**src/rtl/pe_mc_drain.sv**
```systemverilog
// Output-stationary systolic PE with CH column channels, saturating or wrapping
// accumulators, and a serial drain chain that unloads results down the column.
module pe_mc_drain #(
  parameter int WIDTH = 8,
  parameter int CH    = 2,
  parameter int ACC_W = 2*WIDTH+4,
  parameter int SAT   = 1
) (
  input  logic                  clk,
  input  logic                  _rst,
  input  logic                  enable,
  input  logic                  clear,
  input  logic                  drain_start,
  input  logic [WIDTH-1:0]      in_left,
  input  logic [CH*WIDTH-1:0]   in_above,
  input  logic [ACC_W-1:0]      drain_in,
  input  logic                  drain_in_valid,
  output logic [WIDTH-1:0]      out_right,
  output logic [CH*WIDTH-1:0]   out_bottom,
  output logic [CH*ACC_W-1:0]   acc,
  output logic [ACC_W-1:0]      drain_out,
  output logic                  drain_out_valid,
  output logic                  busy,
  output logic [CH-1:0]         ovf,
  output logic                  drain_err
);

  localparam int IDX_W = $clog2(CH+1);
  localparam logic [IDX_W-1:0] IDX_LAST = IDX_W'(CH);
  localparam logic [ACC_W-1:0] ACC_MAX = {1'b0, {(ACC_W-1){1'b1}}};
  localparam logic [ACC_W-1:0] ACC_MIN = {1'b1, {(ACC_W-1){1'b0}}};

  typedef enum logic {ACC, DRAIN} state_t;

  state_t            state;
  logic [IDX_W-1:0]  idx;

  logic signed [2*WIDTH-1:0] prod [CH];
  logic signed [ACC_W-1:0]   pext [CH];
  logic signed [ACC_W:0]     sum  [CH];
  logic [CH*ACC_W-1:0]       acc_sum;
  logic [CH*ACC_W-1:0]       acc_load;
  logic [CH-1:0]             ovf_now;
  logic [ACC_W-1:0]          drain_word;

  // Per-channel MAC: sum is one bit wider so overflow is visible as a
  // disagreement between the top two bits.
  always_comb begin
    acc_sum  = '0;
    acc_load = '0;
    ovf_now  = '0;
    for (int k = 0; k < CH; k++) begin
      prod[k] = $signed(in_left) * $signed(in_above[k*WIDTH +: WIDTH]);
      pext[k] = prod[k];
      sum[k]  = $signed({acc[k*ACC_W+ACC_W-1], acc[k*ACC_W +: ACC_W]})
              + $signed({pext[k][ACC_W-1], pext[k]});
      acc_load[k*ACC_W +: ACC_W] = pext[k];
      ovf_now[k] = sum[k][ACC_W] ^ sum[k][ACC_W-1];
      if (ovf_now[k] && (SAT != 0))
        acc_sum[k*ACC_W +: ACC_W] = sum[k][ACC_W] ? ACC_MIN : ACC_MAX;
      else
        acc_sum[k*ACC_W +: ACC_W] = sum[k][ACC_W-1:0];
    end
  end

  always_comb begin
    drain_word = '0;
    for (int k = 0; k < CH; k++)
      if (IDX_W'(k) == idx) drain_word = acc[k*ACC_W +: ACC_W];
  end

  always_ff @(posedge clk or posedge _rst) begin
    if (_rst) begin
      state           <= ACC;
      idx             <= '0;
      out_right       <= '0;
      out_bottom      <= '0;
      acc             <= '0;
      drain_out       <= '0;
      drain_out_valid <= 1'b0;
      busy            <= 1'b0;
      ovf             <= '0;
      drain_err       <= 1'b0;
    end else begin
      case (state)
        ACC: begin
          if (drain_start) begin
            // Channel 0 leaves on the accepting edge so words follow with no bubble;
            // an upstream word arriving now has nowhere to go and is flagged.
            state           <= DRAIN;
            busy            <= 1'b1;
            idx             <= IDX_W'(1);
            drain_out       <= acc[ACC_W-1:0];
            drain_out_valid <= 1'b1;
            if (drain_in_valid) drain_err <= 1'b1;
          end else begin
            drain_out       <= drain_in;
            drain_out_valid <= drain_in_valid;
            if (enable) begin
              out_right  <= in_left;
              out_bottom <= in_above;
            end
            if (clear) begin
              acc       <= enable ? acc_load : '0;
              ovf       <= '0;
              drain_err <= 1'b0;
            end else if (enable) begin
              acc <= acc_sum;
              ovf <= ovf | ovf_now;
            end
          end
        end
        DRAIN: begin
          if (drain_in_valid) drain_err <= 1'b1;
          if (idx == IDX_LAST) begin
            state           <= ACC;
            busy            <= 1'b0;
            idx             <= '0;
            acc             <= '0;
            ovf             <= '0;
            drain_out       <= '0;
            drain_out_valid <= 1'b0;
          end else begin
            drain_out       <= drain_word;
            drain_out_valid <= 1'b1;
            idx             <= idx + IDX_W'(1);
          end
        end
        default: state <= ACC;
      endcase
    end
  end

endmodule

```
**config.mk**
```make
export PLATFORM = sky130hd
export DESIGN_NAME = pe_mc_drain
export DESIGN_NICKNAME = d
export VERILOG_FILES = /design/src/rtl/pe_mc_drain.sv
export SDC_FILE = /design/constraint.sdc
export NUM_CORES = 1
export LEC_CHECK = 0
export CORE_MARGIN = 2
export CORE_UTILIZATION = 50
export DETAILED_ROUTE_END_ITERATION = 16
export PLACE_DENSITY = 0.78
export RECOVER_POWER = 100
export SLEW_MARGIN = 20
export SYNTH_ARGS = -nofsm -noshare
export SYNTH_HDL_FRONTEND = slang
export SYNTH_SLANG_ARGS = --single-unit
```
**constraint.sdc**
```tcl
create_clock -name clk -period 6 [get_ports clk]
set_input_delay 0.6 -clock clk [delete_from_list [all_inputs] [get_ports clk]]
set_output_delay 0.6 -clock clk [all_outputs]
set_load 0.01 [all_outputs]
```
==> flow_summary.toml <==
[synth]
netlist.area_leader.share = 0.207
yosys.area.top_type = "dfrtp_1"
seq_area_frac_synth = 0.207
syn_area_um2 = 11100
synth_nets = 1528
syn_inst = 1262
ys_ff_latch = 92
syn_area_per_cell_um2 = 8.80
synth.area.top_cells = "dfrtp_1 (21%), fa_1 (20%), ha_1 (12%), inv_1 (7.3%), and2_1 (5.0%)"
synth_warnings = 0
ys.flop_type = "dfrtp_1"
synth.distinct_cells = 68
synth_edf_count = 0
synthArstFlopShare = 1.00

[worst_setup_path]
reg2reg_depth = 5
crit_fanout = 4
worstSetupEndpoint = "acc[18]"
startpoint = "in_left[7]"
required_ps = 6280
ff2ff_setup_slack_ps = 2080
startpoint_type = "input pin"
regToRegStartpoint = "state"
end_kind = "flop"
slowest_delay_ps = 540
worst_r2r_endpoint = "acc[29]"
path_class = "input pin to flop"
crit_slowest_cell = "fa_1"
crit_arrival_ps = 6880

[floorplan]
fp.dieH_um = 153
rows = 54
dieArea_um2 = 23400
core-area_um2 = 21800
die-width_um = 153
io_pins = 139
start_util = 0.509

[global_route]
grt_pass1_vias = 11200
grt_use_total = 0.300
overflow = 0
grt_pass1_wl_mm = 56.8
grt_max_degree = 48
antenna_found_initial = 2

[routing]
vias_per_cell = 5.84
drc_errors = 0
vias = 11300
drt_iter0_markers = 1016
drt-total-wl_mm = 39.7
wire_per_inst_um = 20.5
antenna_left = 0
dr.pass1.iters = 9

[finish]
syn_to_final_growth_pct = 45.6
fin_cells = 1933
num-nets-final = 1912
final_cell_mix = "buf_4 (233), inv_1 (197), nand2_1 (136)"
drive_gt1_frac = 0.301
final_common_cell = "buf_4"

[timing]
fmax_ghz = 0.152
drv_slew = 95
hold_violations = 0
fin_ws_ps = -600
tns_ps = -18370
rsz0062_at_grt = "yes"
post-route-min-period_ps = 6600
setup_viol = 42
finClkSkew_ps = 18.7
period_share = 1.10
slew_headroom = -0.790
worstMarginPinSlew_ps = 2690

[clock_tree]
cts.clk_slew.worst_paths_ps = 90
clock_sinks = 92
cts_max_path_buffers = 2
cts_inserted_buffers = 9
tritoncts = "yes"
clk_latency_ps = 350
h-tree-depth = 3
cts_hold_buf = 0
cts-root-buf = "clkbuf_16"

[place]
place_inst = 1859
dp_slack_ps = -1410
gp_congestion = 0.867
hpwl_mm = 26.1
portBuffers = 138

[run]
max-cap-violations = 2

[status]
violations = "capacitance limit, slew limit, setup timing"
status = "finished, violations left"

[hold_path]
min_path_type = "flop to flop"
registers in the layout (all words and copies together) (netlist names), 2 cells and up:
name,flops
drain_out,20
acc,40
out_bottom,16
ovf,2
idx,2
out_right,8
synthesized netlist by cell type (3+ instances only):
cell      number
o21ai_0       48
and2_1        89
nand4_1        4
o21bai_1       5
nor3_1        20
a22o_1        13
o21ai_1       15
o31ai_1        7
nand2b_1       8
a32oi_1        7
a222oi_1      20
clkbuf_1      40
xor2_1        22
nor2b_1       21
nand2_1      143
xnor2_1       44
nand3_1       14
a211o_1        5
nor2_1        43
fa_1         112
a21boi_0       6
and3_1         3
o21a_1        10
inv_1        215
o31a_1         3
ha_1         104
a211oi_1       8
a21oi_2        3
dfrtp_1       92
a21oi_1       62
a31oi_1        5
a21o_1        17
o211ai_1      10
stage by stage:
stage	utilization	hold WS, ps	area (um2)
2_1_floorplan	-	473	11300
3_3_place_gp	0.664	458	14500
3_5_place_dp	0.664	462	14500
4_1_cts	0.711	484	15500
5_1_grt	0.741	496	16200
6_report	0.741	477	16200
critical path, delay by kind of cell:
| family | cells | cell delay (ps) |
|---|---|---|
| xor+xnor | 2 | 570 |
| simple gates | 6 | 710 |
| buf+inv | 9 | 850 |
| fa+ha+maj | 7 | 2940 |
| compound gates | 6 | 1180 |
layer usage:
metal / share of wire / up-vias / global-route usage
li1: - / 4931 / -
met1: 0.36 / 5526 / 0.366
met5: 0 / - / 0
met4: 0.061 / 0 / 0.131
met3: 0.078 / 195 / 0.0352
met2: 0.51 / 640 / 0.537
cell families (layout without fill, tap and decap cells):
group | Yosys count | after routing | synth area share
DFF | 92 | 92 | 0.207
muxes | 2 | 2 | 0.00203
xor gates and xnor gates | 66 | 66 | 0.0521
and+or+nand+nor | 355 | 356 | 0.155
buffers and inverters | 260 | 647 | 0.0893
other | 0 | 2 | 0
adders and majority gates | 216 | 216 | 0.319
AOI/OAI and AO/OA | 271 | 272 | 0.175
repair_timing:
action,4_1_cts,5_1_grt
buffers inserted,32,26
cloned,2,2
endpoints found under the setup margin,42,42
hold endpoints to repair,0,0
pin swaps,91,87
gates resized for setup,195,134
final cells by class:
type	count	area, um2
Clock inverter	6	65.1
Antenna cell	2	5.00
Fill cell	1318	5650
Timing Repair Buffer	415	3650
Tap cell	280	350
Inverter	216	815
Clock buffer	10	239
Sequential cell	92	2300
Multi-Input combinational cell	912	8740
how the worst min path moves through the flow:
| stage | startpoint | endpoint | slack (ps) | cells past startpoint |
|---|---|---|---|---|
| after floorplan | idx[1] | idx[1] | 470 | 1 |
| after global placement | out_bottom[7] | out_bottom[7] | 460 | 2 |
| after detailed placement | out_right[3] | out_right[3] | 460 | 2 |
| after CTS | out_right[5] | out_right[5] | 480 | 2 |
| after global routing | out_bottom[4] | out_bottom[4] | 500 | 2 |
| final | out_bottom[2] | out_bottom[2] | 480 | 2 |
Power is left out: the tool's default activity adds up to more than one toggle a clock period on the data nets, which glitch-free logic cannot reach.
==> RTL change (config.mk and constraints unchanged) <==
Register the output `acc` once more, with the module's reset; this adds one clock of latency there. The other outputs are not delayed to match.
--- a/src/rtl/pe_mc_drain.sv
+++ b/src/rtl/pe_mc_drain.sv
@@ -34,2 +34,4 @@
 
+  logic [CH*ACC_W-1:0] acc_s0;
+
   state_t            state;
@@ -54,3 +56,3 @@
       pext[k] = prod[k];
-      sum[k]  = $signed({acc[k*ACC_W+ACC_W-1], acc[k*ACC_W +: ACC_W]})
+      sum[k]  = $signed({acc_s0[k*ACC_W+ACC_W-1], acc_s0[k*ACC_W +: ACC_W]})
               + $signed({pext[k][ACC_W-1], pext[k]});
@@ -68,3 +70,3 @@
     for (int k = 0; k < CH; k++)
-      if (IDX_W'(k) == idx) drain_word = acc[k*ACC_W +: ACC_W];
+      if (IDX_W'(k) == idx) drain_word = acc_s0[k*ACC_W +: ACC_W];
   end
@@ -77,3 +79,3 @@
       out_bottom      <= '0;
-      acc             <= '0;
+      acc_s0          <= '0;
       drain_out       <= '0;
@@ -92,3 +94,3 @@
             idx             <= IDX_W'(1);
-            drain_out       <= acc[ACC_W-1:0];
+            drain_out       <= acc_s0[ACC_W-1:0];
             drain_out_valid <= 1'b1;
@@ -103,3 +105,3 @@
             if (clear) begin
-              acc       <= enable ? acc_load : '0;
+              acc_s0    <= enable ? acc_load : '0;
               ovf       <= '0;
@@ -107,3 +109,3 @@
             end else if (enable) begin
-              acc <= acc_sum;
+              acc_s0 <= acc_sum;
               ovf <= ovf | ovf_now;
@@ -118,3 +120,3 @@
             idx             <= '0;
-            acc             <= '0;
+            acc_s0          <= '0;
             ovf             <= '0;
@@ -133,2 +135,10 @@
 
+  always_ff @(posedge clk or posedge _rst) begin
+    if (_rst) begin
+      acc <= '0;
+    end else begin
+      acc <= acc_s0;
+    end
+  end
+
 endmodule
Formal check against the unedited RTL: not equivalent (a bounded check fails within 4 cycles, from zero or initial values and one cycle with _rst high).
==> RTL change against the original RTL <==
- the flow still finishes with violations (capacitance limit, slew limit, setup timing)
- area after synthesis rose by 9.9%
- non-clock buffer count fell by 22
- maximum frequency rose by 6.2%
- worst setup slack improved by 0.39 ns
- synthesized cell count fell by 1.3%
- final cell count rose by 1.4%
- wire length fell by 9.1%
- first-iteration DRC count fell by 23%
- die area rose by 9.6%
- design area rose by 6.8%
- sequential cell count rose by 40
- clock skew fell by 0.0043 ns
- highest routed layer unchanged
Power is not shown: default switching activity piles up to over one toggle a cycle in this logic, so the estimate is an artifact.
==> RTL change: results (changes against the original RTL) <==
* Routed Wire Length at 36100 microns (-9.1%)
* Synthesized flop and latch total at 132 (+43%)
* Vias in the first global route at 11500 (+2.2%)
* Cell Count, Final, Fillers Out at 1961 (+1.4%)
* CP peak stage delay at 0.52 ns (-0.02 ns)
* Post-synth top cells: 211 x inv_1, 132 x dfrtp_1, 112 x fa_1
* Clk Latency, worst-skew pair at 0.43 ns (+0.08 ns)
* Fraction of area in registers at 0.191 (+0.0489)
* Crit Reg-Reg Endpoint: acc_s0[28]
* Final Max Tran Viols at 135 (+42%)
* Violated checks: capacitance limit, slew limit, setup timing
* Status: complete, but fails checks
* FF-to-FF setup slack at 2.86 ns (+0.78 ns)
* Post-route setup slack at -0.215 ns (+0.385 ns)
* Hold_ws at 0.436 ns (-0.0418 ns)
* Global Route Usage Sum at 0.280 (-0.0202)
* Post-CTS sizing at 192 (-1.5%)
* Largest net degree at the start of global routing at 78 (+63%)
* Signal buffers at 393 (-5.3%)
* Final setup vio count at 39 (-7.1%)
* Tightest Hold Check Type: in -> reg
* TritonRoute pass-1 iters at 6 (-3)
* Area post-placement at 0.0156 sq mm (+7.3%)
* Vias/cell at 5.51 (-5.7%)
* DP Worst Slack at -1.22 ns (+0.192 ns)
* Count of cell types in the netlist at 84 (+24%)
* Clock-cell share at 0.0367 (+0.0179)
* Max-Cap Viols at 2 (unchanged)
* Critical R2R Launch: acc_s0[20]
* Placer Congestion at 0.901 (+3.9%)
* First-pass GRT wire length at 57600 microns (+1.3%)
* Reg clk slew, reported paths at 0.07 ns (-0.02 ns)
* Layout cells sized above 1 at 0.298 (-0.00292)
* Setup_tns at -4.89 ns (+13.48 ns)
* Setup repair bufs after CTS at 27 (-16%)
* Drt first-iter violations at 781 (-23%)
==> RTL change: changes by cell type in the layout (fill, tap and decap cells not counted), moves of 8 or more <==
| cell | unedited run | this run |
|---|---|---|
| dfrtp_1 | 92 | 132 |
| nor2_1 | 37 | 45 |
| a32o_1 | 0 | 9 |
| nand2_1 | 136 | 81 |
| o21ai_1 | 17 | 9 |
| mux2_2 | 2 | 26 |
| a21o_1 | 17 | 25 |
| a21oi_1 | 47 | 29 |
| nand2b_1 | 5 | 17 |
==> RTL change: kinds of logic after synthesis <==
family | Yosys count | synth area share
and+or+nand+nor | 314 | 0.134
AOI/OAI and AO/OA | 251 | 0.158
buffers and inverters | 246 | 0.0786
adders and majority gates | 215 | 0.289
DFF | 132 | 0.271
xor gates and xnor gates | 56 | 0.0402
muxes | 32 | 0.0294
==> RTL change: routing by layer <==
metal,part of all wire,GRT usage,wire (microns)
met4,0.035,0.111,1250
met2,0.49,0.488,17700
met5,0,0,0
met3,0.070,0.0595,2520
met1,0.41,0.340,14700
